==> src/rtl/acc_alu_sequencer.sv <==
// rtl/acc_alu_sequencer.sv - command sequencer for the accumulator / operand / add-sub bus datapath
// Define ACC_SEQ_BUS_GUARD_EN to insert a dead bus cycle (TURN) between operand load and execute.
module acc_alu_sequencer #(
  parameter int DATA_W = 8
) (
  input  logic              clk,
  input  logic              rst_n,
  input  logic              cmd_valid,
  output logic              cmd_ready,
  input  logic [2:0]        cmd_op,
  input  logic [DATA_W-1:0] cmd_data,
  output logic              rsp_valid,
  input  logic              rsp_ready,
  output logic [DATA_W-1:0] rsp_data,
  output logic              rsp_cf,
  output logic              rsp_zf,
  output logic              rsp_err,
  output logic              bus_drv_en,
  output logic [DATA_W-1:0] bus_drv_data,
  input  logic [DATA_W-1:0] bus_in,
  output logic              a_load,
  output logic              a_oe,
  output logic              b_load,
  output logic              alu_oe_n,
  output logic              alu_sub,
  input  logic              cf_in,
  input  logic              zf_in
);

  localparam logic [2:0] OP_LDA = 3'b001;
  localparam logic [2:0] OP_ADD = 3'b010;
  localparam logic [2:0] OP_SUB = 3'b011;
  localparam logic [2:0] OP_OUT = 3'b100;
  localparam logic [2:0] OP_CLR = 3'b101;

  typedef enum logic [2:0] {
    S_IDLE, S_LDA, S_RDA, S_LDB, S_TURN, S_EXE, S_FLG, S_RSP
  } state_t;

  state_t            r_state;
  state_t            w_next;
  logic [2:0]        r_op;
  logic [DATA_W-1:0] r_data;
  logic [DATA_W-1:0] r_rsp_data;
  logic              r_rsp_cf;
  logic              r_rsp_zf;
  logic              r_rsp_err;
  logic [DATA_W-1:0] w_imm;
  logic              w_accept;
  logic              w_illegal;

  // CLR reuses the LDA path with a forced-zero immediate.
  assign w_imm     = (r_op == OP_CLR) ? '0 : r_data;
  assign w_accept  = (r_state == S_IDLE) && cmd_valid;
  assign w_illegal = !(cmd_op inside {OP_LDA, OP_ADD, OP_SUB, OP_OUT, OP_CLR});

  assign rsp_data = r_rsp_data;
  assign rsp_cf   = r_rsp_cf;
  assign rsp_zf   = r_rsp_zf;
  assign rsp_err  = r_rsp_err;

  always_ff @(posedge clk or negedge rst_n) begin
    if (!rst_n) begin
      r_state <= S_IDLE;
    end else begin
      r_state <= w_next;
    end
  end

  always_comb begin
    w_next       = r_state;
    cmd_ready    = 1'b0;
    rsp_valid    = 1'b0;
    bus_drv_en   = 1'b0;
    bus_drv_data = '0;
    a_load       = 1'b0;
    a_oe         = 1'b0;
    b_load       = 1'b0;
    alu_oe_n     = 1'b1;
    alu_sub      = 1'b0;
    case (r_state)
      S_IDLE: begin
        cmd_ready = 1'b1;
        if (cmd_valid) begin
          case (cmd_op)
            OP_LDA, OP_CLR: w_next = S_LDA;
            OP_OUT:         w_next = S_RDA;
            OP_ADD, OP_SUB: w_next = S_LDB;
            default:        w_next = S_RSP;
          endcase
        end
      end
      S_LDA: begin
        bus_drv_en   = 1'b1;
        bus_drv_data = w_imm;
        a_load       = 1'b1;
        w_next       = S_RSP;
      end
      S_RDA: begin
        a_oe   = 1'b1;
        w_next = S_RSP;
      end
      S_LDB: begin
        bus_drv_en   = 1'b1;
        bus_drv_data = r_data;
        b_load       = 1'b1;
`ifdef ACC_SEQ_BUS_GUARD_EN
        w_next       = S_TURN;
`else
        w_next       = S_EXE;
`endif
      end
      S_TURN: begin
        w_next = S_EXE;
      end
      S_EXE: begin
        alu_oe_n = 1'b0;
        alu_sub  = (r_op == OP_SUB);
        a_load   = 1'b1;
        w_next   = S_FLG;
      end
      S_FLG: begin
        w_next = S_RSP;
      end
      S_RSP: begin
        rsp_valid = 1'b1;
        if (rsp_ready) w_next = S_IDLE;
      end
      default: w_next = S_IDLE;
    endcase
  end

  // Response fields are cleared on accept so non-arithmetic ops report zero flags.
  always_ff @(posedge clk or negedge rst_n) begin
    if (!rst_n) begin
      r_op       <= '0;
      r_data     <= '0;
      r_rsp_data <= '0;
      r_rsp_cf   <= 1'b0;
      r_rsp_zf   <= 1'b0;
      r_rsp_err  <= 1'b0;
    end else begin
      if (w_accept) begin
        r_op       <= cmd_op;
        r_data     <= cmd_data;
        r_rsp_data <= '0;
        r_rsp_cf   <= 1'b0;
        r_rsp_zf   <= 1'b0;
        r_rsp_err  <= w_illegal;
      end
      case (r_state)
        S_LDA:        r_rsp_data <= w_imm;
        S_RDA, S_EXE: r_rsp_data <= bus_in;
        S_FLG: begin
          r_rsp_cf <= cf_in;
          r_rsp_zf <= zf_in;
        end
        default: ;
      endcase
    end
  end

endmodule

==> config.mk <==
export PLATFORM = sky130hd
export DESIGN_NAME = acc_alu_sequencer
export DESIGN_NICKNAME = d
export VERILOG_FILES = /design/src/rtl/acc_alu_sequencer.sv
export SDC_FILE = /design/constraint.sdc
export NUM_CORES = 1
export LEC_CHECK = 0
export BUFFER_PORTS_ARGS = -buffer_cell sky130_fd_sc_hd__buf_2
export CORE_MARGIN = 2
export CORE_UTILIZATION = 45
export CTS_CLUSTER_DIAMETER = 80
export CTS_CLUSTER_SIZE = 28
export DETAILED_ROUTE_END_ITERATION = 7
export PLACE_DENSITY_LB_ADDON = 0.3
export SYNTH_ARGS = -nofsm -noshare
export SYNTH_HDL_FRONTEND = slang
export SYNTH_SLANG_ARGS = --single-unit
==> constraint.sdc <==
create_clock -name clk -period 1.9 [get_ports clk]
set_clock_uncertainty 0.05 [all_clocks]
set_input_delay 0.095 -clock clk [delete_from_list [all_inputs] [get_ports clk]]
set_output_delay 0.095 -clock clk [all_outputs]
set_load 0.02 [all_outputs]
# Yosys cells after proc, flatten, opt, wreduce, memory -nomap -nowiden
# Cells that the tools add are included.
# word_totals
inputBits	25
ff_bits	25
elab_cells	56
# op_classes
eq_ne	16
n_mux	19
reduce_logical	14
# ops
operator	count
case mux 8 bit (2 select lines)	2
equality test 3 bit (second input constant)	7
2-to-1 mux 8 bit	2
equality test 3 x 2 -> 1 bit (second input constant)	5
case mux 3 bit (5 select lines)	1
OR reduction 2 bit	6
2-to-1 mux 1 bit	11
case mux 3 bit (3 select lines)	1
equality test 3 x 1 -> 1 bit (second input constant)	2
2-to-1 mux 3 bit	2
nonzero test 5 bit	1
!= test 2 bit (second input constant)	2
zero test 3 bit	1
nonzero test 3 bit	1
OR reduction 3 bit	1
AND reduction 2 bit	1
nonzero test 2 bit	1
logical AND 1 bit	1
zero test 1 bit	1

# Longest topological paths before layout
# depth
ltp_word	5
mapped_depth	4
depth_no_buf	3

# Worst setup path after synthesis
# No wires, ideal clock.
# synth_timing
path_type	flip-flop to output port
startpoint	register r_state[0]
endpoint	output alu_sub
path_stages_with_launch	4
t_arrival_ps	1562
required_time_ps	1755
setup_slack_ps	193
path_cell_list	dfrtp_1 -> nor2b_2 -> nand2_1 -> nor3_1
# synth_between
elab_chain_len	2
# synth_rtl
item	line_no	rtl
from (decl)	40	state_t r_state;
from (signal assigned)	66	r_state <= w_next;
equality test 3 bit	81	case (r_state)
2-to-1 mux 1 bit	81	
to (decl)	25	output logic alu_sub,
# Every way passes these cells.

# Worst setup path in the final report
# layout_timing
startpoint	register r_state[2]
endpoint	output bus_drv_data[7]
# layout_between
elab_chain_len	2
# layout_rtl
item	line_no	rtl
equality test 3 x 2 -> 1 bit or equality test 3 x 1 -> 1 bit (tied branches)	81	
case mux 8 bit (2 select lines) (*)	81	
to (decl)	19	output logic [DATA_W-1:0] bus_drv_data,
# Every way passes the cells marked *; elsewhere a longest branch is shown, timed or not.

==> flow_summary.yaml <==
routing:
  wl_per_cell_um: 14.13
  vias: 1124
  dr.pass1.iters: 4
  routed_wl_mm: 3.009
  drtAntennaViolNets: 0
  post-route-drc-count: 0
  first_iter_violations: 20
  avgViaCountPerCell: 5.277
global_routing:
  grt_pass1_wl_mm: 4.926
  antenna_found_initial: 0
  grt_pass1_vias: 1052
  track_usage: 0.1891
  grt-ovfl-total: 0
  grt_max_degree: 26
status:
  status: "finished with violations"
  violations: "negative hold slack"
clock_network:
  clk_latency_ns: 0.32
  cts.sinks: 25
  postCtsSetupBuffers: 0
  path_clk_slew_ns: 0.15
  htreeDepth: 1
  root_buffer: "clkbuf_4"
  cts_buffers: 3
  clockBufferDepth: 2
  cts_tree: "done"
floorplan:
  initial_core_util: 0.4681
  ios: 52
  die_h_um: 57.10
  rows: 19
  die_w_um: 57.10
  design.die.area_mm2: 0.003260
  core-area_mm2: 0.002710
worst_setup_path:
  crit_chain: "buf_4 > nor2b_1 > o21a_2 > and2_1 > buf_2"
  critical_path.max_fanout: 8
  critPathLaunchType: "flop"
  slowest_delay_ns: 0.49
  critPathKind: "flop to output port"
  worst-endpoint-required_ns: 1.75
  slowest_stage: "dfrtp_2"
  cp.arrival_ns: 1.68
  worstSetupEndpointType: "output port"
sta:
  fmax_ghz: 0.5483
  min_period_ns: 1.824
  setup_viol: 0
  hold_ws_ns: -0.007365
  slew_headroom: 0.6265
  finalCritPeriodShare: 0.9599
  worst_pin_slew_ns: 0.5602
  finalHoldViolCount: 1
  rsz0062_at_grt: "true"
  slew_violations: 0
  setup_ws_ns: 0.07618
cells_and_area:
  drive_gt1_frac: 0.3956
  diodes: 0
  fin_nets: 208
  area_delta_synth_final_pct: 42.11
  design_area_mm2: 0.001803
synth:
  yosysUniqueCellTypes: 34
  synth_nets: 132
  yosysMostFrequentCell: "dfrtp_1"
  synth_top_area_share: 0.4931
  synthArstFlopShare: 1.000
  synth_seq_cells: 25
  synth-seq-area-share: 0.4931
  syn-instance-count: 107
  avgSynthCellArea_um2: 11.86
  synthTopCellsByArea: "dfrtp_1 (49%), mux2_1 (7.1%), a221o_1 (6.3%), and4_1 (5.5%), and2_1 (4.9%)"
  synth-edff-count: 0
  syn_area_mm2: 0.001269
  yosysTopAreaCell: "dfrtp_1"
  synth-main-ff-cell: "dfrtp_1"
  yosysWarnings: 0
  synth_common_cells: "dfrtp_1 (25), and2_1 (10), a221o_1 (8), and4_1 (8), mux2_1 (8)"
power:
  design_power_total_uw: 2495
  power_leakage_uw: 0.0008789
  peakVddDrop_uv: 888.9
  p_per_area_mw_per_mm2: 1384
placement:
  io_buffer_count: 51
  gp_congestion: 0.7305
  place_ws_ns: 0.3375
  placed_area_mm2: 0.001548
  dp_hpwl_mm: 2.087
hold_path:
  hp-class: "input pin to flop"
run:
  drv_cap: 0
worst paths after layout:
path | startpoint | to | slack, ns | depth (start not counted)
worst min-delay path | zf_in | rsp_zf | -0.007 | 3
worst min register to register | r_data[5] | r_data[5] | 0.47 | 1
worst max register to register | r_state[0] | r_data[1] | 0.37 | 3
min in group asynchronous | rst_n | rsp_zf | 0.23 | 2
max in group asynchronous | rst_n | r_state[0] | 1.18 | 2
worst max-delay path | r_state[2] | bus_drv_data[7] | 0.08 | 5
repair_timing:
item	CTS	global route
hold endpoints to repair	46	0
hold buffers	22	0
endpoints found under the setup margin	1	9
gates resized for setup	1	3
kinds of logic after synthesis:
kind of cell | synth area share
DFF | 0.4931
and+or+nand+nor | 0.2150
muxes | 0.09763
AOI/OAI and AO/OA | 0.1529
buffers and inverters | 0.04141
layer usage:
metal  part of all wire  wire length (um)  track usage
met1               0.46              1393       0.2657
met2               0.47              1404       0.3038
met3              0.052               156      0.02721
met4              0.018                55      0.05980
met5                  0                 0            0
placed cells by master, fill, tap and decap left out, types with 8 or more instances in the layout:
cell           netlist  final
dlygate4sd3_1        0     22
and2_1              10     10
mux2_1               8      8
and4_1               8      8
dfrtp_1             25     22
buf_2                3     51
a221o_1              8      8
report_power, final:
part	switching (uW)	total (uW)	leakage, uW	internal (uW)
Combinational	666	1220	0.000565	550
Clock	167	247	0.0000139	80.2
Sequential	239	1030	0.000300	793
Total	1070	2500	0.000879	1420
state kept, by name, summed over array words and instances (netlist names):
signal	cells
rsp_zf	1
r_state	3
rsp_cf	1
r_op	3
r_data	8
rsp_data	8
rsp_err	1
metrics by stage:
step,TNS [ns],utilization,hold WS [ns],cells
floorplan,0,-,-0.2506,107
global placement,0,0.5711,0.05723,187
detailed placement,0,0.5711,0.06922,187
CTS,0,0.6639,0.007385,213
global route,-0.003364,0.6653,0.02278,213
finish,0,0.6653,-0.007365,213
cell type report:
cell class	count	area, um^2
clock buffer	3	22.52
fill	224	907.1
timing repair buffer	76	498.0
inverter	4	15.01
clock inverter	1	7.507
tap	31	38.79
multi-input combinational	73	591.8
sequential	25	629.4
worst max-delay path, delay by kind of cell, from the launching register on:
| kind | cells | cell delay [ns] |
|---|---|---|
| DFF | 1 | 0.49 |
| buffers and inverters | 2 | 0.34 |
| AOI/OAI and AO/OA | 1 | 0.22 |
| and+or+nand+nor | 2 | 0.31 |
(Power assumes the default switching activity.)
